<file path="config.mk">
export PLATFORM = sky130hd
export DESIGN_NAME = run_ctrl
export DESIGN_NICKNAME = d
export VERILOG_FILES = /design/src/rtl/proc_pkg.sv /design/src/rtl/mem_port_mux.sv /design/src/rtl/run_ctrl.sv
export SDC_FILE = /design/constraint.sdc
export NUM_CORES = 1
export LEC_CHECK = 0
export ABC_CLOCK_PERIOD_IN_PS = 2500
export BUFFER_PORTS_ARGS = -buffer_cell sky130_fd_sc_hd__buf_2
export CORE_UTILIZATION = 24
export CTS_BUF_LIST = sky130_fd_sc_hd__clkbuf_8
export CTS_CLUSTER_DIAMETER = 120
export DETAILED_ROUTE_END_ITERATION = 16
export GPL_TIMING_DRIVEN = 0
export PLACE_DENSITY = 0.52
export SYNTH_ARGS = -nofsm -noshare
export SYNTH_HDL_FRONTEND = slang
export SYNTH_SLANG_ARGS = --single-unit
export TNS_END_PERCENT = 100
</file>
<file path="constraint.sdc">
create_clock -name clk -period 2.5 [get_ports clk]
set_input_delay 0.125 -clock clk [delete_from_list [all_inputs] [get_ports clk]]
set_output_delay 0.125 -clock clk [all_outputs]
set_load 0.05 [all_outputs]
</file>
<file path="src/rtl/proc_pkg.sv">
// Shared types for the run controller.
//   run_state_t : controller state encoding
//   mem_sel_t   : which requester owns the data-memory write port
//   DW          : byte-wide data/address width of the memory ports
package proc_pkg;

  localparam int unsigned DW = 8;

  typedef enum logic [2:0] {
    StIdle,
    StLoad,
    StRun,
    StDrain,
    StDone
  } run_state_t;

  typedef enum logic [1:0] {
    SelNone,
    SelHost,
    SelCore
  } mem_sel_t;

  // Port ownership is purely a function of the controller state.
  function automatic mem_sel_t sel_for_state(run_state_t st);
    mem_sel_t sel;
    case (st)
      StLoad:  sel = SelHost;
      StRun:   sel = SelCore;
      default: sel = SelNone;
    endcase
    return sel;
  endfunction

endpackage

</file>
<file path="src/rtl/mem_port_mux.sv">
// Data-memory write-port multiplexer.
//   sel_i                                    : owner select from the controller FSM
//   host_valid_i, host_addr_i, host_wdat_i   : host memory-load port
//   core_we_i, core_addr_i, core_wdat_i      : core store port
//   mem_we_o, mem_addr_o, mem_wdat_o         : data-memory write port
// The non-owning requester is fully ignored; with no owner the port is idle
// and address/data sit at zero.
module mem_port_mux
  import proc_pkg::*;
(
  input  mem_sel_t        sel_i,
  input  logic            host_valid_i,
  input  logic [DW-1:0]   host_addr_i,
  input  logic [DW-1:0]   host_wdat_i,
  input  logic            core_we_i,
  input  logic [DW-1:0]   core_addr_i,
  input  logic [DW-1:0]   core_wdat_i,
  output logic            mem_we_o,
  output logic [DW-1:0]   mem_addr_o,
  output logic [DW-1:0]   mem_wdat_o
);

  always_comb begin
    mem_we_o   = 1'b0;
    mem_addr_o = '0;
    mem_wdat_o = '0;
    case (sel_i)
      SelHost: begin
        mem_we_o   = host_valid_i;
        mem_addr_o = host_addr_i;
        mem_wdat_o = host_wdat_i;
      end
      SelCore: begin
        mem_we_o   = core_we_i;
        mem_addr_o = core_addr_i;
        mem_wdat_o = core_wdat_i;
      end
      default: ;
    endcase
  end

endmodule

</file>
<file path="src/rtl/run_ctrl.sv">
// Run controller: loads program memory from the host, runs the core until it
// halts or a cycle limit expires, then reports completion.
//   clk, reset (sync, active-low)   : clock and reset
//   req / done                      : host run handshake (level)
//   host_valid/last/addr/wdat/ready : host memory-load port
//   core_we/addr/wdat, core_halt    : core store port and end-of-program flag
//   mem_we/addr/wdat                : data-memory write port
//   core_rst, core_en               : PC hold and PC advance enable
//   cyc_cnt, timeout                : RUN cycle count and limit-expiry flag
module run_ctrl
  import proc_pkg::*;
#(
  parameter int unsigned D   = 12,
  parameter int unsigned TMO = 4000
) (
  input  logic            clk,
  input  logic            reset,
  input  logic            req,
  output logic            done,
  input  logic            host_valid,
  input  logic            host_last,
  input  logic [DW-1:0]   host_addr,
  input  logic [DW-1:0]   host_wdat,
  output logic            host_ready,
  input  logic            core_we,
  input  logic [DW-1:0]   core_addr,
  input  logic [DW-1:0]   core_wdat,
  input  logic            core_halt,
  output logic            mem_we,
  output logic [DW-1:0]   mem_addr,
  output logic [DW-1:0]   mem_wdat,
  output logic            core_rst,
  output logic            core_en,
  output logic [D-1:0]    cyc_cnt,
  output logic            timeout
);

  localparam logic [D-1:0] Limit = D'(TMO - 1);

  run_state_t   state_q, state_d;
  logic [D-1:0] cnt_q, cnt_d;
  logic         tmo_q, tmo_d;
  mem_sel_t     sel_q;
  logic         core_rst_q, core_en_q, host_ready_q, done_q;

  always_comb begin
    state_d = state_q;
    cnt_d   = cnt_q;
    tmo_d   = tmo_q;
    case (state_q)
      StIdle: begin
        if (req) begin
          state_d = StLoad;
          cnt_d   = '0;
          tmo_d   = 1'b0;
        end
      end
      StLoad: begin
        if (!req) begin
          state_d = StIdle;
          cnt_d   = '0;
          tmo_d   = 1'b0;
        end else if (host_valid && host_last) begin
          state_d = StRun;
        end
      end
      StRun: begin
        if (!req) begin
          state_d = StIdle;
          cnt_d   = '0;
          tmo_d   = 1'b0;
        end else begin
          // Count the cycle just spent in RUN; cnt_q never exceeds TMO-1 here,
          // so the result is bounded by TMO and cannot wrap.
          cnt_d = cnt_q + D'(1);
          if (core_halt) begin
            state_d = StDrain;
          end else if (cnt_q == Limit) begin
            state_d = StDrain;
            tmo_d   = 1'b1;
          end
        end
      end
      StDrain: state_d = StDone;
      StDone: begin
        if (!req) state_d = StIdle;
      end
      default: state_d = StIdle;
    endcase
  end

  // Outputs are registered from the next state so they line up with state_q.
  always_ff @(posedge clk) begin
    if (!reset) begin
      state_q      <= StIdle;
      cnt_q        <= '0;
      tmo_q        <= 1'b0;
      sel_q        <= SelNone;
      core_rst_q   <= 1'b1;
      core_en_q    <= 1'b0;
      host_ready_q <= 1'b0;
      done_q       <= 1'b0;
    end else begin
      state_q      <= state_d;
      cnt_q        <= cnt_d;
      tmo_q        <= tmo_d;
      sel_q        <= sel_for_state(state_d);
      core_rst_q   <= (state_d == StIdle) || (state_d == StLoad);
      core_en_q    <= (state_d == StRun);
      host_ready_q <= (state_d == StLoad);
      done_q       <= (state_d == StDone);
    end
  end

  mem_port_mux u_mem_port_mux (
    .sel_i        (sel_q),
    .host_valid_i (host_valid),
    .host_addr_i  (host_addr),
    .host_wdat_i  (host_wdat),
    .core_we_i    (core_we),
    .core_addr_i  (core_addr),
    .core_wdat_i  (core_wdat),
    .mem_we_o     (mem_we),
    .mem_addr_o   (mem_addr),
    .mem_wdat_o   (mem_wdat)
  );

  assign done       = done_q;
  assign host_ready = host_ready_q;
  assign core_rst   = core_rst_q;
  assign core_en    = core_en_q;
  assign cyc_cnt    = cnt_q;
  assign timeout    = tmo_q;

endmodule

</file>
==> results.toml, run 1 <==
[flow_run]
cap_violations = 0

[synthesis]
synth_largest_area_cell = "dfxtp_1"
ys_top_cells_by_area = "dfxtp_1, a22oi_1, nor2_1"
synth_top_area_share_pct = 33.4
syn_nets = 197
syn_area_um2 = 1260
yosys.cell_types.count = 39
synth_cells = 155
synthArstFlopShare_pct = 0
avgSynthCellArea_um2 = 8.13
yosysSeqAreaShare_pct = 33.4
synth_flop_cell = "dfxtp_1"
synth_edf_count = 0
yosysWarnings = 0
ys_seq_elements = 21

[floorplan]
io_pins = 73
die_h_um = 74.5
rows = 26
dieWidth_um = 74.5
start_util_pct = 24.8
core_um2 = 5070
dieArea_um2 = 5540

[cts]
path_clk_slew_ns = 0.08
cts.sinks = 21
cts_tree = "done"
cts_buffer_depth = 2
postCtsResizedCells = 0
insertion_delay_ns = 0.25
cts_made_buffers = 3
root_buffer = "clkbuf_8"
cts-htree-levels = 1
ctsHoldBuffers = 0
postCtsSetupRepairBufs = 0

[timing]
drv_slew = 0
min_period_over_period_pct = 82.6
holdWs_ns = 0.106
setup_ws_ns = 0.436
relSlewSlack_pct = 62.5
rsz0062_at_grt = "false"
fin_setup_tns_ns = 0
finalHoldViolCount = 0
worst_clock_skew_ns = 0.00222
setup_viol = 0
period_needed_ns = 2.06
max_slew.worst_pin.slew_ns = 0.562
max_freq_mhz = 484

[hold_path]
holdPathStages = 2
hold_end = "core_rst"
hp-start = "reset"
hold_path_class = "in2reg"

[critical_path]
critPathTopFamily = "buffers and inverters"
worst_path_max_delay_cell = "clkbuf_1"
cp_data_arrival_time_ns = 1.94
worst_r2r_startpoint = "state_q[0]"
required_ns = 2.38
critPathCaptureType = "output port"
critical_path.max_stage_delay_ns = 0.37
rrSetupSlack_ns = 0.61
worstRegToRegCells = 6
path_common_cell = "clkbuf_1"
r2r-end = "cyc_cnt[6]"
startpoint_type = "flip-flop"
worst-path-stages = 7
crit_buf_inv = 4
critical_path_class = "reg2out"
crit_path_max_fanout = 10
critical_path.cell_chain = "inv_1 -> ha_1 -> clkbuf_1 -> clkbuf_1 -> a22oi_1 -> nor2_1 -> buf_2"

[placement]
dpl-instance-area_um2 = 1710
dpl.cell_count = 297
port_buffers = 72
pre_cts_slack_ns = 0.646
hpwl_um = 2560
gp_congestion = 0.762

[cells_and_area]
drive_above_1_share_pct = 35.9
final_cell_area_um2 = 1750
final_cell_mix = "buf_2, nor2_1, dfxtp_1"
ff_latch_area_um2 = 420
utilization_pct = 34.5
nNetsFinal = 274
final_cells = 301
fillCellCount = 568
syn_to_final_growth_pct = 39.1
final_common_cell = "buf_2"
multi_input_area_um2 = 752
antenna_cells = 0

[detailed_routing]
dr.pass1.iters = 4
vias_per_cell = 4.64
ant_nets = 0
drtIter0Drc = 32
drt_wl_total_um = 3370
wire_per_inst_um = 11.2
num_vias = 1397
post-route-drc-count = 0

[global_routing]
grt_max_degree = 12
antenna_found_initial = 0
grt.total_usage_pct = 11.0
grt_pass1_vias = 1102
grt_pass1_wl_um = 4830
overflow = 0

[pwr]
p_per_area_nw_per_um2 = 396
totalPowerFinal_mw = 0.694
vdd_ir_drop_max_uv = 219
p_leak_nw = 0.756

[status]
outcome = "complete, no violations"
-- power by group --
group / internal (mW) / total (mW) / switching [mW] / leakage [nW]
registers: 0.339 / 0.343 / 0.00402 / 0.170
logic: 0.0511 / 0.133 / 0.0816 / 0.559
clock network: 0.109 / 0.219 / 0.110 / 0.0269
total: 0.499 / 0.694 / 0.195 / 0.756
-- synth_stat cells, types with 4 or more instances --
library cell,n
clkbuf_1,6
nand2_1,6
o21ai_0,7
inv_1,5
nand3_1,6
a21oi_1,6
nor2_1,27
a2111oi_0,4
a22oi_1,17
xnor2_1,6
dfxtp_1,21
-- layer usage --
metal  track usage, %  part of all wire (%)
met2             20.1                    44
met5                0                     0
met3             1.90                   8.7
met1             12.9                    46
met4             3.77                  0.59
-- area by class of cell --
| type | count | share of cell area, % |
|---|---|---|
| timing repair buffer | 72 | 20.6 |
| clock buffer | 3 | 2.36 |
| inverter | 5 | 1.07 |
| tap | 70 | 5.00 |
| sequential | 21 | 24.0 |
| clock inverter | 1 | 0.214 |
| multi-input combinational | 118 | 42.9 |
| buffer | 11 | 3.93 |
-- state kept, by name, indices dropped and copies added (netlist names) --
signal	flops
cyc_cnt	12
state_q	3
core_en	1
core_rst	1
done	1
host_ready	1
sel_q	1
timeout	1
-- how the worst max path moves through the flow --
| stage | from | to | slack [ns] |
|---|---|---|---|
| finish | host_ready | mem_addr[5] | 0.44 |
| global route | host_ready | mem_wdat[4] | 0.24 |
| CTS | host_ready | mem_wdat[0] | 0.42 |
| detailed placement | state_q[1] | cyc_cnt[6] | 0.65 |
| global placement | state_q[0] | cyc_cnt[7] | 0.63 |
| floorplan | host_ready | mem_addr[2] | 0.24 |
-- cells by family after synthesis --
| kind of cell | share of synthesized area, % |
|---|---|
| adders and majority gates | 2.98 |
| muxes | 1.59 |
| and+or+nand+nor | 24.7 |
| xor gates and xnor gates | 5.56 |
| DFF | 33.4 |
| buffers and inverters | 6.95 |
| AOI/OAI and AO/OA | 24.8 |
Note: power is estimated with default switching activity, not from simulation.
==> run 2, diff against run 1 <==
ABC_CLOCK_PERIOD_IN_PS = 2100   (was 2500)
clock period = 2.1 ns   (was 2.5 ns; I/O delays follow)
==> run 2 against run 1 <==
Net effect:
- non-clock buffer count shrank 1
- power rose by 20%
- combinational power grew 21%
- routed wire length increased by 0.89%
- sequential power grew 19%
- cell count fell by 0.33%
- sequential share of layout area fell by 0.19 points
- die area did not move
==> results.toml, run 2 (same netlist as run 1, synthesis figures left out) <==
[detailed_routing]
met2_length_um = 1500
num_vias = 1408
ant_nets = 0
vias_per_cell = 4.69
wire_per_inst_um = 11.3
drtIter0Drc = 39
maxUsedRoutingLayer = "met4"
met3_length_um = 289
met1_length_um = 1570
dr.pass1.iters = 4
post-route-drc-count = 0
drt_wl_total_um = 3400

[critical_path]
r2r-end = "cyc_cnt[7]"
rrSetupSlack_ns = 0.22
worstRegToRegCells = 6
required_ns = 2.00
critical_path_class = "reg2out"
crit_path_max_fanout = 10
critPathCaptureType = "output port"
worst_r2r_startpoint = "state_q[0]"
startpoint_type = "flip-flop"
cp_data_arrival_time_ns = 1.84

[cells_and_area]
final_cell_mix = "buf_2, nor2_1, dfxtp_1"
largest_reg_flops = 12
final_cell_area_um2 = 1770
final_cells = 300
final_common_cell = "buf_2"
nNetsFinal = 273
antenna_cells = 0
drive_above_1_share_pct = 40.0
multi_input_area_um2 = 764
fillCellCount = 567
ff_latch_area_um2 = 420
syn_to_final_growth_pct = 40.2

[floorplan]
die_h_um = 74.5
core_um2 = 5070
start_util_pct = 24.8
io_pins = 73
dieArea_um2 = 5540
rows = 26
dieWidth_um = 74.5

[placement]
dpl-instance-area_um2 = 1720
gp_congestion = 0.771
port_buffers = 72
pre_cts_slack_ns = 0.236
dpl.cell_count = 297
hpwl_um = 2620

[flow_run]
cap_violations = 0

[cts]
root_buffer = "clkbuf_8"
insertion_delay_ns = 0.26
cts.sinks = 21
cts_made_buffers = 3
cts-htree-levels = 1
path_clk_slew_ns = 0.08
cts_buffer_depth = 2
ctsHoldBuffers = 0
cts_tree = "done"

[hold_path]
holdPathStages = 2
hold_path_class = "in2reg"
hold_end = "core_rst"
hp-start = "reset"

[pwr]
vdd_ir_drop_max_uv = 182
p_leak_nw = 0.761
p_per_area_nw_per_um2 = 472

[timing]
holdWs_ns = 0.0896
max_slew.worst_pin.slew_ns = 0.567
drv_slew = 0
period_needed_ns = 1.94
worst_clock_skew_ns = 0.00135
min_period_over_period_pct = 92.4
rsz0062_at_grt = "false"
relSlewSlack_pct = 62.1
setup_viol = 0
setup_ws_ns = 0.160
finalHoldViolCount = 0
max_freq_mhz = 515

[status]
outcome = "complete, no violations"

[global_routing]
grt_pass1_wl_um = 5220
grt_pass1_vias = 1194
overflow = 0
grt_max_degree = 13
antenna_found_initial = 0
grt.total_usage_pct = 12.0
-- run 2: changes by cell type in the layout (fill, tap and decap cells not counted) --
cell      change
nor2_1        -5
inv_1         -1
clkbuf_1      -4
nor2_2        +5
clkbuf_2      +3
clkinv_2      +1
-- run 2: where the power goes --
| part | internal [mW] | switching, mW |
|---|---|---|
| Combinational | 0.0620 | 0.0991 |
| Sequential | 0.403 | 0.00504 |
| Clock | 0.132 | 0.132 |
| Total | 0.597 | 0.237 |
-- run 2: worst max-delay path, stage by stage (launching register included) --
cell,delay [ns]
dfxtp_1,0.36
inv_1,0.05
ha_1,0.27
clkbuf_1,0.28
clkbuf_2,0.32
nor2_1,0.08
buf_2,0.21
-- run 2: area by class of cell --
class | count | area share, %
inverters | 5 | 1.06
flip-flops and latches | 21 | 23.8
clock buffers | 3 | 2.34
repair buffers | 72 | 20.4
well taps | 70 | 4.96
multi-input cells | 118 | 43.3
plain buffers | 10 | 3.90
clock inverters | 1 | 0.283
-- run 2: timing repair --
action | CTS | global route
resized for setup | 2 | 2
endpoints found under the setup margin | 10 | 10
buffers inserted | 0 | 0
-- run 2: metrics by stage --
step / setup TNS (ns) / power, mW / utilization [%]
floorplan: -0.827 / 0.515 / -
global placement: 0 / 0.578 / 33.9
detailed placement: 0 / 0.579 / 33.9
CTS: 0 / 0.853 / 34.9
global route: 0 / 0.887 / 34.8
finish: 0 / 0.834 / 34.8
-- run 2: worst max-delay path by stage --
stage                     cells past startpoint  startpoint           to  slack [ns]
after CTS                                     6  host_ready  mem_wdat[1]        0.03
after global routing                          6  host_ready  mem_wdat[5]        0.01
after detailed placement                      6  state_q[0]   cyc_cnt[7]        0.24
after floorplan                               5  host_ready  mem_wdat[1]       -0.14
after global placement                        6  state_q[1]   cyc_cnt[7]        0.23
final                                         6  host_ready  mem_wdat[1]        0.16
-- run 2: routing by layer --
metal | vias to the layer above | track usage [%]
met5 | - | 0
met4 | 0 | 5.45
met3 | 6 | 2.44
met2 | 69 | 21.0
met1 | 617 | 14.1
li1 | 716 | -
==> run 3, diff against run 2 <==
PLACE_DENSITY = 0.55   (was 0.52)
==> run 3 against run 2 <==
Net effect:
- first-iteration DRC count increased by 7.7%
- highest routed layer unchanged
- routed wire length decreased by 2.6%
- via count increased by 0.64%
- core utilization increased by 0.074 points
- clock power about the same
- worst hold slack got worse by 0.0098 ns
- fmax decreased by 1.0%
- sequential share of layout area decreased by 0.051 points
- setup slack got worse by 0.020 ns
- clock skew increased by 0.0061 ns
==> results.toml, run 3 (same netlist as run 1, synthesis figures left out) <==
[cells_and_area]
final_common_cell = "buf_2"
largest_reg_flops = 12
multi_input_area_um2 = 764
final_cell_mix = "buf_2, nor2_1, dfxtp_1"
nNetsFinal = 274
final_cells = 301
antenna_cells = 0
ff_latch_area_um2 = 420
drive_above_1_share_pct = 39.8
syn_to_final_growth_pct = 40.5
fillCellCount = 568

[flow_run]
cap_violations = 0

[detailed_routing]
met1_length_um = 1530
post-route-drc-count = 0
met3_length_um = 276
num_vias = 1417
drtIter0Drc = 42
wire_per_inst_um = 11.0
vias_per_cell = 4.71
dr.pass1.iters = 4
maxUsedRoutingLayer = "met4"
drt_wl_total_um = 3320
ant_nets = 0
met2_length_um = 1490

[cts]
cts_made_buffers = 3
cts-htree-levels = 1
root_buffer = "clkbuf_8"
cts_tree = "done"
cts_buffer_depth = 2
insertion_delay_ns = 0.26
path_clk_slew_ns = 0.08
postCtsSetupRepairBufs = 0
cts.sinks = 21

[placement]
dpl.cell_count = 297
hpwl_um = 2520
port_buffers = 72
gp_congestion = 0.789

[critical_path]
rrSetupSlack_ns = 0.22
startpoint_type = "flip-flop"
cp_data_arrival_time_ns = 1.85
critical_path_class = "reg2out"
worst_r2r_startpoint = "state_q[1]"
crit_path_max_fanout = 10
critPathCaptureType = "output port"
required_ns = 2.00
r2r-end = "cyc_cnt[7]"
worstRegToRegCells = 6

[hold_path]
hp-start = "reset"
holdPathStages = 2
hold_end = "core_rst"
hold_path_class = "in2reg"

[floorplan]
die_h_um = 74.5
dieWidth_um = 74.5
start_util_pct = 24.8
rows = 26
io_pins = 73
core_um2 = 5070
dieArea_um2 = 5540

[timing]
setup_viol = 0
min_period_over_period_pct = 93.3
rsz0062_at_grt = "false"
drv_slew = 0
max_slew.worst_pin.slew_ns = 0.560
worst_clock_skew_ns = 0.00742
relSlewSlack_pct = 62.6
max_freq_mhz = 510
finalHoldViolCount = 0
period_needed_ns = 1.96

[pwr]
p_per_area_nw_per_um2 = 472
vdd_ir_drop_max_uv = 390
p_leak_nw = 0.763
totalPowerFinal_mw = 0.837

[global_routing]
grt.total_usage_pct = 11.0
overflow = 0
grt_pass1_vias = 1103
grt_max_degree = 13
grt_pass1_wl_um = 4800
antenna_found_initial = 0

[status]
outcome = "complete, no violations"
==> run 3: changes by cell type in the layout (fill, tap and decap cells not counted) <==
cell      before  now
clkbuf_1       2    3
==> run 3: layout make-up <==
class	instances	share of cell area (%)
inverter	5	1.06
buffer	11	4.10
multi-input combinational	118	43.2
clock inverter	1	0.283
clock buffer	3	2.33
timing repair buffer	72	20.4
sequential	21	23.7
tap	70	4.95
==> run 3: routing by layer <==
metal	GRT usage (%)	vias to the layer above
met3	2.98	2
met4	2.52	0
met2	19.2	63
li1	-	719
met5	0	-
met1	13.4	633
==> run 3: critical path, stage by stage, from the launching register on <==
cell and delay, ns:
dfxtp_1 0.36, inv_1 0.05, ha_1 0.27, clkbuf_1 0.29
clkbuf_2 0.32, nor2_1 0.08, buf_2 0.21
==> run 3: how the worst max path moves through the flow <==
stage | from | endpoint | slack, ns | depth (start not counted)
after floorplan | host_ready | mem_wdat[1] | -0.14 | 5
after global routing | host_ready | mem_wdat[7] | 0.04 | 6
after CTS | host_ready | mem_wdat[4] | 0.03 | 6
final | host_ready | mem_wdat[4] | 0.14 | 6
after detailed placement | state_q[0] | cyc_cnt[6] | 0.23 | 6
after global placement | host_ready | mem_wdat[7] | 0.26 | 6
==> run 3: stage by stage <==
step	cell area [um^2]	hold WS, ns	setup WS [ns]	TNS (ns)	utilization, %
2_1_floorplan	1270	0.181	-0.140	-0.827	-
3_3_place_gp	1720	0.349	0.256	0	33.9
3_5_place_dp	1720	0.351	0.233	0	33.9
6_report	1770	0.0798	0.140	0	34.9
4_1_cts	1770	0.0717	0.0322	0	34.9
5_1_grt	1770	0.0949	0.0393	0	34.9
==> run 3: repair_timing <==
action,in CTS,in global routing
gates resized for setup,2,2
setup endpoints to repair,10,10
gates cloned,0,0
hold buffers,0,0
==> run 3: where the power goes <==
| part | total, mW | leakage, nW | internal [mW] | switching [mW] |
|---|---|---|---|---|
| sequential | 0.408 | 0.170 | 0.403 | 0.00501 |
| combinational | 0.160 | 0.567 | 0.0619 | 0.0980 |
| clock | 0.268 | 0.0255 | 0.132 | 0.136 |
| total | 0.837 | 0.763 | 0.597 | 0.239 |
